===== src/rtl/microwave_pkg.sv =====
// Shared definitions for the microwave timer front end.
//   - state_t : time-entry FSM states
//   - bcd_t   : one BCD digit
//   - NUM_DIGITS / DIGIT_MAX / SEC_TENS_MAX : entry buffer limits
//   - bcd_legal() : true for a key code that is a decimal digit
package microwave_pkg;

  localparam int NUM_DIGITS   = 4;
  localparam int DIGIT_MAX    = 9;
  localparam int SEC_TENS_MAX = 5;

  typedef logic [3:0] bcd_t;

  typedef enum logic [1:0] {
    ST_IDLE   = 2'd0,
    ST_ENTRY  = 2'd1,
    ST_LOAD   = 2'd2,
    ST_LOCKED = 2'd3
  } state_t;

  // Key codes 10..15 are the non-digit keys of the pad.
  function automatic logic bcd_legal(input bcd_t d);
    return (d <= bcd_t'(DIGIT_MAX));
  endfunction

endpackage


===== src/rtl/time_entry_loader_digit_shift_reg.sv =====
// digit_shift_reg: BCD shift register holding the typed time.
// New digits enter at index 0 (seconds ones) and older digits move toward
// the top index (minutes tens), matching how a keypad entry reads left to right.
// Ports:
//   i_clk, i_rst_n : clock, asynchronous active-low reset
//   i_shift_en     : shift in i_digit this cycle
//   i_sync_clr     : synchronous clear to all zeros (wins over shift)
//   i_digit        : serial digit in
//   o_digits       : parallel digit bus, [DEPTH-1] = most significant
module digit_shift_reg
  import microwave_pkg::*;
#(
  parameter int DEPTH = microwave_pkg::NUM_DIGITS
) (
  input  logic                 i_clk,
  input  logic                 i_rst_n,
  input  logic                 i_shift_en,
  input  logic                 i_sync_clr,
  input  bcd_t                 i_digit,
  output bcd_t [DEPTH-1:0]     o_digits
);

  bcd_t [DEPTH-1:0] r_digits;

  // Digit storage: clear has priority over shift.
  always_ff @(posedge i_clk or negedge i_rst_n) begin
    if (!i_rst_n) begin
      r_digits <= '0;
    end else if (i_sync_clr) begin
      r_digits <= '0;
    end else if (i_shift_en) begin
      r_digits <= {r_digits[DEPTH-2:0], i_digit};
    end else begin
      r_digits <= r_digits;
    end
  end

  assign o_digits = r_digits;

endmodule


===== src/rtl/time_entry_loader.sv =====
// time_entry_loader: keypad time-entry front end for the microwave timer.
// Collects decimal keys into an mm:ss buffer, validates it on start, pulses
// `load` to the four cascaded down-counters and then locks out entry until the
// run ends (run_done) or is cancelled.
// Ports:
//   clk, clear             : clock, asynchronous active-low reset
//   key_valid, key_digit   : key strobe and key code (0..9 legal)
//   start, cancel          : one-cycle request strobes
//   run_done               : level, all counters at terminal count
//   min_tens..sec_ones     : buffer digits, the counters' data inputs
//   load                   : one-cycle counter load pulse
//   running                : high while the run is locked in
//   entry_count            : digits accepted since buffer was last emptied
//   err                    : one-cycle pulse on rejected key or start
//   abort                  : one-cycle pulse when cancel ends a run
module time_entry_loader
  import microwave_pkg::*;
#(
  parameter int NUM_DIGITS   = microwave_pkg::NUM_DIGITS,
  parameter int SEC_TENS_MAX = microwave_pkg::SEC_TENS_MAX
) (
  input  logic       clk,
  input  logic       clear,
  input  logic       key_valid,
  input  logic [3:0] key_digit,
  input  logic       start,
  input  logic       cancel,
  input  logic       run_done,
  output logic [3:0] min_tens,
  output logic [3:0] min_ones,
  output logic [3:0] sec_tens,
  output logic [3:0] sec_ones,
  output logic       load,
  output logic       running,
  output logic [2:0] entry_count,
  output logic       err,
  output logic       abort
);

  state_t r_state;
  state_t w_next;

  logic [2:0] r_count;
  logic [2:0] w_count_next;
  logic       r_load;
  logic       r_running;
  logic       r_err;
  logic       r_abort;
  logic       w_err_next;
  logic       w_abort_next;
  logic       w_shift;
  logic       w_clr;
  logic       w_key_ok;
  logic       w_start_ok;

  bcd_t [NUM_DIGITS-1:0] w_digits;

  digit_shift_reg #(
    .DEPTH (NUM_DIGITS)
  ) u_digits (
    .i_clk      (clk),
    .i_rst_n    (clear),
    .i_shift_en (w_shift),
    .i_sync_clr (w_clr),
    .i_digit    (key_digit),
    .o_digits   (w_digits)
  );

  // A key is taken only if it is a digit and the buffer still has room.
  assign w_key_ok   = bcd_legal(key_digit) && (r_count < 3'(NUM_DIGITS));
  // Zero time cannot run; seconds tens above 5 is not a valid mm:ss.
  assign w_start_ok = (|w_digits) && (w_digits[1] <= bcd_t'(SEC_TENS_MAX));

  // Next-state and pulse decode; priority cancel > run_done > start > key.
  always_comb begin
    w_next       = r_state;
    w_count_next = r_count;
    w_shift      = 1'b0;
    w_clr        = 1'b0;
    w_err_next   = 1'b0;
    w_abort_next = 1'b0;
    case (r_state)
      ST_IDLE, ST_ENTRY: begin
        if (cancel) begin
          // Cancel swallows any same-cycle start/key; only ENTRY has a buffer to drop.
          if (r_state == ST_ENTRY) begin
            w_clr        = 1'b1;
            w_count_next = 3'd0;
            w_next       = ST_IDLE;
          end else begin
            w_next = r_state;
          end
        end else if (start) begin
          if ((r_state == ST_ENTRY) && w_start_ok) begin
            w_next = ST_LOAD;
          end else begin
            w_err_next = 1'b1;
          end
        end else if (key_valid) begin
          if (w_key_ok) begin
            w_shift      = 1'b1;
            w_count_next = r_count + 3'd1;
            w_next       = ST_ENTRY;
          end else begin
            w_err_next = 1'b1;
          end
        end else begin
          w_next = r_state;
        end
      end
      ST_LOAD: begin
        // Digits are held for the counters' sampling edge; inputs ignored.
        w_next = ST_LOCKED;
      end
      ST_LOCKED: begin
        if (cancel) begin
          w_clr        = 1'b1;
          w_count_next = 3'd0;
          w_abort_next = 1'b1;
          w_next       = ST_IDLE;
        end else if (run_done) begin
          w_clr        = 1'b1;
          w_count_next = 3'd0;
          w_next       = ST_IDLE;
        end else begin
          w_next = ST_LOCKED;
        end
      end
      default: begin
        w_clr        = 1'b1;
        w_count_next = 3'd0;
        w_next       = ST_IDLE;
      end
    endcase
  end

  // State, count and registered output pulses; outputs follow the next state.
  always_ff @(posedge clk or negedge clear) begin
    if (!clear) begin
      r_state   <= ST_IDLE;
      r_count   <= 3'd0;
      r_load    <= 1'b0;
      r_running <= 1'b0;
      r_err     <= 1'b0;
      r_abort   <= 1'b0;
    end else begin
      r_state   <= w_next;
      r_count   <= w_count_next;
      r_load    <= (w_next == ST_LOAD);
      r_running <= (w_next == ST_LOCKED);
      r_err     <= w_err_next;
      r_abort   <= w_abort_next;
    end
  end

  assign min_tens    = w_digits[3];
  assign min_ones    = w_digits[2];
  assign sec_tens    = w_digits[1];
  assign sec_ones    = w_digits[0];
  assign load        = r_load;
  assign running     = r_running;
  assign entry_count = r_count;
  assign err         = r_err;
  assign abort       = r_abort;

endmodule


===== config.mk =====
export PLATFORM = sky130hd
export DESIGN_NAME = time_entry_loader
export DESIGN_NICKNAME = d
export VERILOG_FILES = /design/src/rtl/microwave_pkg.sv /design/src/rtl/time_entry_loader_digit_shift_reg.sv /design/src/rtl/time_entry_loader.sv
export SDC_FILE = /design/constraint.sdc
export NUM_CORES = 1
export LEC_CHECK = 0
export BUFFER_PORTS_ARGS = -buffer_cell sky130_fd_sc_hd__buf_2
export CAP_MARGIN = 20
export CORE_MARGIN = 8
export CORE_UTILIZATION = 50
export DETAILED_ROUTE_END_ITERATION = 16
export GPL_TIMING_DRIVEN = 0
export PLACE_DENSITY_LB_ADDON = 0.12
export SYNTH_ARGS = -nofsm -noshare
export SYNTH_HDL_FRONTEND = slang
export SYNTH_SLANG_ARGS = --single-unit

===== constraint.sdc =====
create_clock -name clk -period 1.7 [get_ports clk]
set_input_delay 0.17 -clock clk [delete_from_list [all_inputs] [get_ports clk]]
set_output_delay 0.17 -clock clk [all_outputs]
set_load 0.01 [all_outputs]

# Word level (Yosys, flattened, before mapping)
# Index checks and enable logic that the tools add are counted.
word_totals:
  regBits: 25
  inputBits: 10
  out_inout_bits: 23
  wordCells: 70
op_classes:
  add_sub_neg: 1
  magnitude_cmp: 3
  eq_ne: 10
  mux: 37
  reduce_logical: 9
op_table:
  columns: ["cell", "count"]
  rows:
  - ["two-way mux 16 bit", 2]
  - ["two-way mux 3 bit", 7]
  - ["two-way mux 1 bit", 17]
  - ["two-way mux 2 bit", 8]
  - ["OR reduction 16 bit", 1]
  - ["!= test 3 bit (second input constant)", 5]
  - ["== test 2 bit (second input constant)", 4]
  - ["one-hot mux 2 bit (3 select lines)", 1]
  - ["one-hot mux 3 bit (2 select lines)", 1]
  - ["AND reduction 6 bit", 1]
  - ["<= comparator 4 x 3 -> 1 bit (second input constant)", 1]
  - ["<= comparator 4 bit (second input constant)", 1]
  - ["nonzero test 2 bit", 2]
  - ["adder 3 x 1 -> 3 bit (second input constant)", 1]
  - ["logical AND 1 bit", 3]
  - ["less-than comparator 3 bit (second input constant)", 1]
  - ["== test 2 x 1 -> 1 bit (second input constant)", 1]
  - ["logical NOT 2 bit", 1]
  - ["one-hot mux 1 bit (2 select lines)", 1]
  - ["OR reduction 2 bit", 1]

# Longest topological paths before layout
# Gate-level depths: netlist of run 1.
depth:
  word_depth: 9
  ltp_mapped: 6
  mapped_depth_nobuf: 4

# Hierarchy
# A second synthesis of run 1 with hierarchy kept.
hier_totals:
  cells_unflattened: 96
  area_unflattened_um2: 1124.8
modules_own_cells:
  columns: ["module", "n_inst", "cells_per_inst", "area_each_um2", "seq_area_each_um2"]
  rows:
  - ["digit_shift_reg", 1, 52, 660.6, 400.4]
  - ["time_entry_loader", 1, 44, 464.2, 225.2]

# Worst setup path before layout of run 1
# OpenSTA, ideal clock, no wires.
synth_timing:
  path_type: "reg-to-reg"
  start: "reg r_count[2], in the netlist entry_count[2]"
  end: "reg u_digits.r_digits, in the netlist u_digits.o_digits[5]"
  setup_ps: 66
  t_arrival_ps: 1142
  required_ps: 1634
  slack_ps: 493
  stages_incl_launch_ff: 7
  path_buffers: 2
  cell_sequence: "dfrtp_1 -> nor2_2 -> and4_1 -> buf_6 -> buf_12 -> nand2_1 -> nand2_1"
synth_via:
  elab_chain_cells: 8
synth_rtl:
  columns: ["item", "line", "source"]
  rows:
  - ["start: declaration", "time_entry_loader.sv:43", "logic [2:0] r_count;"]
  - ["start signal: assignment", "time_entry_loader.sv:148", "r_count <= w_count_next;"]
  - ["less-than comparator 3 bit", "time_entry_loader.sv:70", "assign w_key_ok = bcd_legal(key_digit) && (r_count < 3'(NUM_DIGITS));"]
  - ["logical AND 1 bit", "time_entry_loader.sv:70", null]
  - ["two-way mux 1 bit", "time_entry_loader.sv:100", "if (w_key_ok) begin"]
  - ["two-way mux 1 bit", "time_entry_loader.sv:99", "end else if (key_valid) begin"]
  - ["two-way mux 1 bit", "time_entry_loader.sv:93", "end else if (start) begin"]
  - ["two-way mux 1 bit", "time_entry_loader.sv:84", "if (cancel) begin"]
  - ["two-way mux 1 bit", "time_entry_loader.sv:82", "case (r_state)"]
  - ["nonzero test 2 bit (no source line)", null, null]
  - ["end signal: assignment", "time_entry_loader_digit_shift_reg.sv:32", "r_digits <= {r_digits[DEPTH-2:0], i_digit};"]
  - ["end signal: assignment", "time_entry_loader_digit_shift_reg.sv:34", "r_digits <= r_digits;"]
  - ["end: declaration", "time_entry_loader_digit_shift_reg.sv:23", "bcd_t [DEPTH-1:0] r_digits;"]
# No other way between the ends.
# A chain may end at the register's enable or synchronous reset.

# Worst setup path in the final report of run 1
layout_timing:
  start: "reg r_state[1]"
  end: "reg u_digits.r_digits, in the netlist u_digits.o_digits[7]"
layout_via:
  elab_chain_cells: 5
  elab_cells_between_ends: 10
  classes_between: "eq/ne (2); mux (5); reduce/logical (3)"
layout_rtl:
  columns: ["item", "line", "source"]
  rows:
  - ["start: declaration", "time_entry_loader.sv:40", "state_t r_state;"]
  - ["start signal: assignment", "time_entry_loader.sv:147", "r_state <= w_next;"]
  - ["== test 2 x 1 -> 1 bit", "time_entry_loader.sv:82, time_entry_loader.sv:86", null]
  - ["two-way mux 1 bit", "time_entry_loader.sv:86", "if (r_state == ST_ENTRY) begin"]
  - ["two-way mux 1 bit", "time_entry_loader.sv:84", null]
  - ["one-hot mux 1 bit (2 select lines)", "time_entry_loader.sv:82", null]
  - ["two-way mux 16 bit / nonzero test 2 bit (equally long branches)", null, null]
# Several ways; a longest one is shown, not always the timed one.

==> results of run 1 <==
==> area by class of cell <==
type,count,area [um2]
plain buffers,4,41.29
well taps,28,35.03
multi-input cells,81,451.7
clock buffers,3,22.52
repair buffers,33,170.2
flip-flops and latches,25,625.6
fillers,206,814.5
inverters,1,3.754
clock inverters,1,5.005
==> metrics by stage <==
| stage | cell area [um2] | setup WS [ps] | utilization [%] | std cells |
|---|---|---|---|---|
| floorplan | 1122 | 492.8 | - | 111 |
| global route | 1355 | 248.7 | 62.46 | 176 |
| detailed placement | 1318 | 360.9 | 60.73 | 171 |
| CTS | 1355 | 340.6 | 62.46 | 176 |
| finish | 1355 | 337.1 | 62.46 | 176 |
| global placement | 1318 | 357.2 | 60.73 | 171 |
==> power by group <==
part | internal [mW] | switching [mW] | leakage [nW]
registers | 0.714 | 0.135 | 0.341
clock network | 0.0881 | 0.176 | 0.0177
logic | 0.224 | 0.276 | 0.412
==> metal layers <==
layer / wire length (um) / up-vias / GRT usage (%) / share of wire, %
met5: 0 / - / 0 / 0
met4: 51 / 0 / 6.685 / 2.0
met3: 149 / 5 / 3.887 / 6.0
met2: 1130 / 27 / 21.29 / 45
met1: 1158 / 474 / 16.26 / 47
li1: - / 465 / - / -
==> path summary, 6_finish.rpt <==
path                                                          end  slack, ps  cells past startpoint
max in group asynchronous       u_digits.o_digits[11]$_DFFE_PN0P_        980                      2
worst min register to register         entry_count[0]$_DFFE_PN0P_        520                      1
min in group asynchronous                          load$_DFF_PN0_        360                      2
worst max register to register   u_digits.o_digits[7]$_DFFE_PN0P_        340                      5
worst max-delay path             u_digits.o_digits[7]$_DFFE_PN0P_        340                      5
worst min-delay path             u_digits.o_digits[0]$_DFFE_PN0P_         30                      3
==> sequential cells by signal (all words and copies together), names as in the netlist <==
register,cells
abort,1
entry_count,3
err,1
load,1
r_state,2
running,1
u_digits.o_digits,16
==> cell usage in the layout, fill, tap and decap left out, drive strengths merged <==
master,netlist,routed
dlygate4sd3,0,1
a21o,2,2
nand2b,1,1
clkinv,0,1
dfrtp,25,25
o31ai,1,1
nand3,16,16
o21ai,3,3
nand4b,1,1
ha,1,1
nor4,3,3
and4,1,1
nor2,2,2
and4bb,1,1
nor3,2,2
a31o,2,2
a22o,1,1
clkbuf,0,3
a21boi,3,3
nand2,37,37
buf,4,36
and3,2,2
nand4,2,2
inv,1,1
==> worst max-delay path, stage by stage, from the launching register on <==
cell,delay (ps)
dfrtp_1,500
nor2_4,190
nand4_4,190
buf_2,240
nand3_1,100
nand2_1,50
==> what timing repair did <==
| item | CTS | global route |
|---|---|---|
| hold buffers | 1 | 0 |
| hold endpoints to repair | 25 | 0 |
| endpoints found under the setup margin | 0 | 0 |
| resized for setup | 0 | 0 |
==> cells by family after synthesis <==
kind of cell    share of synthesized area [%]
buf+inv                                 4.013
compound gates                          8.026
simple gates                            31.11
fa+ha+maj                               1.115
flops                                   55.74
==> qor.tcl, run 1 <==
set qor(status) {complete, no violations}
set qor(synth.ff_latch_count) 25
set qor(synthDominantCellAreaShare_pct) 55.74
set qor(cts.clk_slew.worst_paths_ps) 140
set qor(leading_cell_types_by_total_area_after_synthesis) {dfrtp_1 56%, nand2_1 11%, nand3_1 7.1%}
set qor(core.rowCount) 17
set qor(clockRootBuffer) {clkbuf_4}
set qor(report.final.setup_viol) 0
set qor(h-tree-depth) 1
set qor(initial_utilization_pct) 51.73
set qor(syn-cell-area_mm2) 0.001122
set qor(maxCapViolations) 0
set qor(grt.overflow.total) 0
set qor(final_count_of_hold_timing_violations) 0
set qor(core_area_mm2) 0.002170
set qor(drtPass1Iterations) 4
set qor(holdCritStartpoint) {key_digit[0]}
set qor(post_synth_most_frequent_cells) {34 x nand2_1, 25 x dfrtp_1, 16 x nand3_1}
set qor(yosys_warnings) 0
set qor(worstSkewPairLatency_ps) 320
set qor(routed_wirelength_mm) 2.489
set qor(post-route-drc-count) 0
set qor(layout_min_cycle_time_ps) 1363
set qor(clock_tree_from_tritoncts) {yes}
set qor(boundaryPins) 33
set qor(grt_use_total_pct) 13.46
set qor(drv_slew) 0
set qor(synthesis_to_finish_area_growth_pct) 20.74
set qor(worst-setup-path-type) {register to register}
set qor(synth_ff_type) {dfrtp_1}
set qor(worst_setup_ep_type) {register}
set qor(clock_tree.buffer_depth) 2
set qor(synth.lib_cells_used.distinct) 28
set qor(numClockSinks) 25
set qor(finClkSkew_ps) 7.140
set qor(number_of_global_route_vias_before_repair) 985
set qor(timing.slew.headroom_pct) 63.04
set qor(min_period_over_period_pct) 80.17
set qor(totalNegativeSetupSlack_ps) 0
set qor(worst_ep_required_time_ps) 1920
set qor(tritoncts.num_buffers) 3
set qor(antenna_violations_before_repair) 0
set qor(worstPathMaxFanout) 10
set qor(drtAntennaViolNets) 0
set qor(tightest_slew_ps) 554.3
set qor(power_per_cell_area_mw_per_mm2) 1191
set qor(rsz0062_at_grt) {no}
set qor(place_congestion) 0.7513
set qor(seq_area_frac_synth_pct) 55.74
set qor(die_area_mm2) 0.004016
set qor(grt_pass1_wl_mm) 4.436
set qor(die_width_um) 63.38
set qor(postSynth.asyncResetShare_pct) 100.0
set qor(route.vias.total) 971
set qor(layout-drive-gt1-share_pct) 33.78
set qor(synth_edf_count) 0
set qor(synthesis.instances) 111
set qor(floorplan.die.height_um) 63.38
set qor(ir_drop_mv) 0.8075
set qor(grt_max_degree) 26
set qor(portBuffers) 32
set qor(post_cts_buffers) 0
set qor(worstHoldPathType) {primary input to register}
set qor(number_of_nets_in_the_synthesized_netlist) 122
set qor(final_net_count) 160
set qor(antennaDiodeCount) 0
set qor(hold_ws_ps) 30.09
set qor(r2r-start) {r_state[1]$_DFF_PN0_}
set qor(crit_start) {r_state[1]$_DFF_PN0_}
set qor(leakagePower_nw) 0.7706
set qor(totalPowerFinal_mw) 1.613
set qor(place.detailed.hpwl_mm) 1.851
set qor(fmax_mhz) 733.7
set qor(worstSetupStartpointType) {register}
set qor(timing.critical_path.arrival_ps) 1590
set qor(synth_area_per_cell_um2) 10.11
set qor(yosys.area.top_type) {dfrtp_1}
set qor(yosys.cell_count.top_type) {nand2_1}
set qor(routed_wire_length_per_instance_um) 14.14
set qor(avgViaCountPerCell) 5.517
set qor(drt_first_iter_violations) 44
Note: power is estimated with default switching activity, not from simulation.
==> run 2: changes to the inputs <==
Settings changed: CORE_UTILIZATION 50 to 45.
Clock period 1.7 ns to 1.1 ns, I/O delays scaled along.
==> qor.tcl, run 2 (synthesized netlist as in run 1, its figures left out) <==
set qor(cts.clk_slew.worst_paths_ps) 130 ;# about the same
set qor(hold_ws_ps) 27.57 ;# -2.526 ps
set qor(place_congestion) 0.7667 ;# +2.0%
set qor(h-tree-depth) 1 ;# unchanged
set qor(clock_tree.buffer_depth) 2 ;# unchanged
set qor(r2r_setup_slack_ps) -190 ;# -530 ps
set qor(worstHoldPathType) {primary input to register}
set qor(number_of_global_route_vias_before_repair) 1055 ;# +7.1%
set qor(post-route-drc-count) 0 ;# unchanged
set qor(rsz0062_at_grt) {yes}
set qor(place.detailed.hpwl_mm) 1.908 ;# +3.1%
set qor(worst_setup_ep_type) {register}
set qor(final_count_of_hold_timing_violations) 0 ;# unchanged
set qor(routed_wirelength_mm) 3.139 ;# +26%
set qor(layout-drive-gt1-share_pct) 45.88 ;# +12 points
set qor(boundaryPins) 33 ;# unchanged
set qor(timing.critical_path.arrival_ps) 1560 ;# -30 ps
set qor(worstSetupStartpointType) {register}
set qor(avgViaCountPerCell) 5.190 ;# -5.9%
set qor(status) {finished with violations}
set qor(finClkSkew_ps) 2.415 ;# -4.725 ps
set qor(tritoncts.num_buffers) 3 ;# unchanged
set qor(min_period_over_period_pct) 117.3 ;# +37 points
set qor(worst_r2r_path_depth) 6 ;# +1
set qor(crit_path_frequent_cell) {nand2_1}
set qor(ir_drop_mv) 1.070 ;# +33%
set qor(final_critical_path_setup_slack_ps) -189.8 ;# -526.9 ps
set qor(initial_utilization_pct) 46.57 ;# -5.2 points
set qor(drtAntennaViolNets) 0 ;# unchanged
set qor(r2r-start) {entry_count[2]$_DFFE_PN0P_}
set qor(drtPass1Iterations) 4 ;# unchanged
set qor(die_width_um) 65.94 ;# +4.0%
set qor(grt_pass1_wl_mm) 5.016 ;# +13%
set qor(leakagePower_nw) 0.9096 ;# +18%
set qor(tightest_slew_ps) 544.4 ;# -9.977 ps
set qor(layout.cells.most_common_list) {34 x nand2_1, 27 x buf_2, 22 x dfrtp_1}
set qor(antenna_violations_before_repair) 0 ;# unchanged
set qor(totalNegativeSetupSlack_ps) -3229 ;# -3229 ps
set qor(grt.overflow.total) 0 ;# unchanged
set qor(most_common_cell_after_layout_fill_and_taps_aside) {nand2_1}
set qor(worst_ep_required_time_ps) 1370 ;# -550 ps
set qor(synthesis_to_finish_area_growth_pct) 47.94
set qor(drv_slew) 0 ;# unchanged
set qor(route.vias.total) 1038 ;# +6.9%
set qor(power_per_cell_area_mw_per_mm2) 1780 ;# +50%
set qor(largest_register_ffs) 16 ;# unchanged
set qor(critPathMaxStageDelay_ps) 460 ;# -40 ps
set qor(critical_path.top_delay_family) {simple AND/OR/NAND/NOR gates}
set qor(worstPathMaxFanout) 10 ;# unchanged
set qor(dp.cells) 173 ;# +1.2%
set qor(whs_path_depth) 3 ;# unchanged
set qor(core.rowCount) 18 ;# +1
set qor(clock_tree_from_tritoncts) {yes}
set qor(crit_start) {entry_count[2]$_DFFE_PN0P_}
set qor(worst-path-stages) 6 ;# +1
set qor(die_area_mm2) 0.004348 ;# +8.3%
set qor(routed_wire_length_per_instance_um) 15.70 ;# +11%
set qor(maxCapViolations) 0 ;# unchanged
set qor(crit_chain) {nor2_4 > and4_4 > buf_6 > buf_12 > nand2_1 > nand2_1}
set qor(worst_path_buffer_plus_inverter_count) 2 ;# +1
set qor(fmax_mhz) 775.3 ;# +5.7%
set qor(portBuffers) 32 ;# unchanged
set qor(report.final.setup_viol) 25 ;# +25
set qor(final_net_count) 182 ;# +14%
set qor(drt_first_iter_violations) 46 ;# +4.5%
set qor(worst-setup-path-type) {register to register}
set qor(failing_checks) {negative setup slack}
set qor(worstSkewPairLatency_ps) 320 ;# about the same
set qor(rr_endpoint) {u_digits.o_digits[14]$_DFFE_PN0P_}
set qor(grt_use_total_pct) 14.81 ;# +1.4 points
set qor(timing.slew.headroom_pct) 63.71 ;# +0.67 points
set qor(grt_max_degree) 26 ;# unchanged
set qor(numClockSinks) 25 ;# unchanged
set qor(clockRootBuffer) {clkbuf_4}
set qor(critical-path-slowest-cell) {dfrtp_2}
set qor(antennaDiodeCount) 0 ;# unchanged
set qor(floorplan.die.height_um) 65.94 ;# +4.0%
set qor(post_layout_nonfiller_instances) 200 ;# +14%
set qor(endpoint) {u_digits.o_digits[14]$_DFFE_PN0P_}
set qor(layout_min_cycle_time_ps) 1290 ;# -73.13 ps
set qor(core_area_mm2) 0.002410 ;# +11%
set qor(final.fill_count) 182 ;# -12%
-- run 2: cell types whose count changed in the layout (fill, tap and decap cells not counted), sizes merged --
cell,delta
buf,+19
clkbuf,+1
clkinv,-1
dlygate4sd3,+3
-- run 2: worst reg2reg max path, stage by stage (launching register included) --
cell and delay, ps:
dfrtp_2 460, nor2_4 140, and4_4 260, buf_6 130, buf_12 120, nand2_1 60, nand2_1 60
-- run 2: worst min path at each step --
stage / from / endpoint
finish: key_digit[3] / u_digits.o_digits[3]$_DFFE_PN0P_
global route: key_digit[3] / u_digits.o_digits[3]$_DFFE_PN0P_
CTS: key_digit[3] / u_digits.o_digits[3]$_DFFE_PN0P_
detailed placement: clear / u_digits.o_digits[12]$_DFFE_PN0P_
global placement: clear / u_digits.o_digits[12]$_DFFE_PN0P_
floorplan: clear / abort$_DFF_PN0_
-- run 2: power by group --
part           switching (mW)  leakage (nW)  internal (mW)
sequential              0.226         0.336           1.11
clock                   0.272        0.0150          0.142
combinational           0.560         0.558          0.648
-- run 2: metrics by stage --
stage                     utilization (%)  total power, mW  setup WS (ps)  instance area, um2
after floorplan                         -            1.803         -66.31                1149
after global placement              55.87            2.134         -149.0                1346
after detailed placement            55.87            2.147         -162.4                1346
after CTS                           66.41            2.848         -173.3                1600
after global routing                68.90            3.138         -234.7                1660
final                               68.90            2.956         -189.8                1660
-- run 2: timing repair --
item / CTS / global route
hold buffers: 4 / 0
endpoints found under the hold margin: 28 / 0
pin swaps: 4 / 6
cloned: 1 / 1
buffers inserted: 13 / 6
endpoints found under the setup margin: 23 / 29
resized for setup: 15 / 9
-- run 2: layer usage --
metal	global-route usage [%]	wire [um]	up-vias
met4	5.867	36	0
met2	24.85	1565	33
li1	-	-	504
met3	4.746	254	4
met5	0	0	-
met1	17.09	1282	497
-- run 2: layout make-up --
type                            instances  area [um2]  share of cell area (%)
Tap cell                               30       37.54                   2.261
Clock buffer                            4       26.28                   1.583
Sequential cell                        25       629.4                   37.91
Timing Repair Buffer                   55       412.9                   24.87
Inverter                                1       3.754                  0.2261
Buffer                                  4       53.80                   3.240
Multi-Input combinational cell         81       496.7                   29.92
==> run 3: changes to the inputs <==
Settings changed: REMOVE_ABC_BUFFERS set to 1.
==> qor.tcl, run 3 (synthesized netlist as in run 1, its figures left out) <==
set qor(drt_first_iter_violations) 45 ;# -2.2%
set qor(worst_r2r_path_depth) 4 ;# -2
set qor(worst_path_buffer_plus_inverter_count) 0 ;# -2
set qor(final_count_of_hold_timing_violations) 0 ;# unchanged
set qor(status) {finished with violations}
set qor(drtPass1Iterations) 4 ;# unchanged
set qor(critPathMaxStageDelay_ps) 450 ;# about the same
set qor(fmax_mhz) 813.2 ;# +4.9%
set qor(die_width_um) 65.94 ;# unchanged
set qor(crit_chain) {nor4_1 > nand4_1 > nand3_2 > and3_1}
set qor(leakagePower_nw) 0.8477 ;# -6.8%
set qor(tritoncts.num_buffers) 3 ;# unchanged
set qor(grt_pass1_wl_mm) 4.899 ;# -2.3%
set qor(h-tree-depth) 1 ;# unchanged
set qor(final.fill_count) 195 ;# +7.1%
set qor(clock_tree.buffer_depth) 2 ;# unchanged
set qor(worstSkewPairLatency_ps) 320 ;# about the same
set qor(core_area_mm2) 0.002410 ;# unchanged
set qor(endpoint) {err$_DFF_PN0_}
set qor(boundaryPins) 33 ;# unchanged
set qor(floorplan.die.height_um) 65.94 ;# unchanged
set qor(portBuffers) 32 ;# unchanged
set qor(worst-setup-path-type) {register to register}
set qor(final_area_mm2) 0.001584 ;# -4.6%
set qor(layout_min_cycle_time_ps) 1230 ;# -60.09 ps
set qor(antenna_violations_before_repair) 0 ;# unchanged
set qor(worstHoldPathType) {primary input to register}
set qor(grt_use_total_pct) 14.41 ;# -0.40 points
set qor(place.detailed.hpwl_mm) 1.805 ;# -5.4%
set qor(r2r-start) {u_digits.o_digits[8]$_DFFE_PN0P_}
set qor(layout-drive-gt1-share_pct) 49.06 ;# +3.2 points
set qor(cts.clk_slew.worst_paths_ps) 140 ;# about the same
set qor(worst_ep_required_time_ps) 1370 ;# about the same
set qor(grt_max_degree) 26 ;# unchanged
set qor(route.vias.total) 1044 ;# +0.58%
set qor(critical_path.top_delay_family) {simple AND/OR/NAND/NOR gates}
set qor(rr_endpoint) {err$_DFF_PN0_}
set qor(placed_cell_area_mm2) 0.001279 ;# -5.0%
set qor(antennaDiodeCount) 0 ;# unchanged
set qor(final_critical_path_setup_slack_ps) -129.7 ;# +60.09 ps
set qor(clockRootBuffer) {clkbuf_4}
set qor(drtAntennaViolNets) 0 ;# unchanged
set qor(timing.critical_path.arrival_ps) 1500 ;# -60 ps
set qor(clock_tree_from_tritoncts) {yes}
set qor(core.rowCount) 18 ;# unchanged
set qor(layout.cells.most_common_list) {33 x nand2_1, 28 x buf_2, 20 x dfrtp_1}
set qor(worst-path-stages) 4 ;# -2
set qor(die_area_mm2) 0.004348 ;# unchanged
set qor(finClkSkew_ps) 7.671 ;# +5.256 ps
set qor(grt.overflow.total) 0 ;# unchanged
set qor(numClockSinks) 25 ;# unchanged
set qor(timing.slew.headroom_pct) 62.64 ;# -1.1 points
set qor(failing_checks) {negative setup slack}
set qor(crit_start) {u_digits.o_digits[8]$_DFFE_PN0P_}
set qor(worstPathMaxFanout) 4 ;# -6
set qor(initial_utilization_pct) 46.57 ;# unchanged
set qor(routed_wire_length_per_instance_um) 16.51 ;# +5.2%
set qor(synthesis_to_finish_area_growth_pct) 41.14
set qor(report.final.setup_viol) 27 ;# +8.0%
set qor(final_net_count) 171 ;# -6.0%
set qor(dp.cells) 169 ;# -2.3%
set qor(power_per_cell_area_mw_per_mm2) 1835 ;# +3.1%
set qor(critical-path-slowest-cell) {dfrtp_1}
set qor(maxCapViolations) 0 ;# unchanged
set qor(worstSetupStartpointType) {register}
set qor(routed_wirelength_mm) 3.120 ;# -0.61%
set qor(ir_drop_mv) 1.165 ;# +8.9%
set qor(min_period_over_period_pct) 111.8 ;# -5.5 points
set qor(most_common_cell_after_layout_fill_and_taps_aside) {nand2_1}
set qor(post-route-drc-count) 0 ;# unchanged
set qor(tightest_slew_ps) 560.5 ;# +16.10 ps
set qor(largest_register_ffs) 16 ;# unchanged
set qor(number_of_global_route_vias_before_repair) 1016 ;# -3.7%
set qor(totalPowerFinal_mw) 2.907 ;# -1.7%
set qor(avgViaCountPerCell) 5.524 ;# +6.4%
set qor(rsz0062_at_grt) {yes}
set qor(r2r_setup_slack_ps) -130 ;# +60 ps
set qor(post_layout_nonfiller_instances) 189 ;# -5.5%
set qor(drv_slew) 0 ;# unchanged
set qor(place_congestion) 0.7830 ;# +2.1%
set qor(worst_setup_ep_type) {register}
## run 3: changes by cell type in the layout (fill, tap and decap cells not counted), moves of 2 or more
cell / before / now
nor4_2: 3 / 1
dfrtp_1: 22 / 20
buf_4: 11 / 7
nand3_2: 2 / 10
buf_6: 15 / 7
dfrtp_2: 3 / 5
nand3_1: 14 / 6
## run 3: power breakdown
group | switching [mW] | leakage [nW] | internal (mW) | total [mW]
combinational | 0.560 | 0.499 | 0.587 | 1.15
clock | 0.278 | 0.0150 | 0.142 | 0.420
sequential | 0.227 | 0.333 | 1.11 | 1.34
## run 3: how the worst min path moves through the flow
stage | from | endpoint | cells past startpoint
after floorplan | clear | abort$_DFF_PN0_ | 0
after global placement | clear | entry_count[2]$_DFFE_PN0P_ | 1
after detailed placement | clear | abort$_DFF_PN0_ | 1
after CTS | key_digit[2] | u_digits.o_digits[2]$_DFFE_PN0P_ | 3
after global routing | key_digit[2] | u_digits.o_digits[2]$_DFFE_PN0P_ | 3
final | key_digit[2] | u_digits.o_digits[2]$_DFFE_PN0P_ | 3
## run 3: repair_timing
| action | 4_1_cts | 5_1_grt |
|---|---|---|
| endpoints found under the setup margin | 23 | 28 |
| gates cloned | 2 | 0 |
| hold buffers | 3 | 0 |
| setup buffers | 7 | 4 |
| hold endpoints to repair | 27 | 0 |
| pin swaps | 13 | 9 |
| gates resized for setup | 18 | 14 |
## run 3: metal layers
layer	part of all wire (%)	vias up	global-route usage, %
li1	-	486	-
met4	1.7	0	5.333
met1	41	518	17.95
met3	7.8	4	4.237
met2	49	36	23.02
met5	0	-	0
## run 3: tightest hold or removal path, delay by kind of cell
kind / cells / cell delay [ps]
AND/OR/NAND/NOR: 2 / 100
buffers and inverters: 1 / 100
## run 3: final cells by class
cell class,count,area (um2),area share (%)
inverters,1,3.754,0.2370
well taps,30,37.54,2.370
multi-input cells,83,563.0,35.55
repair buffers,46,321.6,20.30
clock buffers,4,26.28,1.659
flip-flops and latches,25,631.9,39.89
## run 3: metrics by stage
step                utilization [%]  setup slack [ps]  TNS, ps  hold slack (ps)
detailed placement            53.06            -541.0    -9398            135.7
global route                  65.73            -196.7    -3793            13.21
floorplan                         -            -282.6    -4299           -185.6
finish                        65.73            -129.7    -2057            18.59
CTS                           61.84            -97.56    -1642            2.066
global placement              53.06            -551.6    -9559            132.0
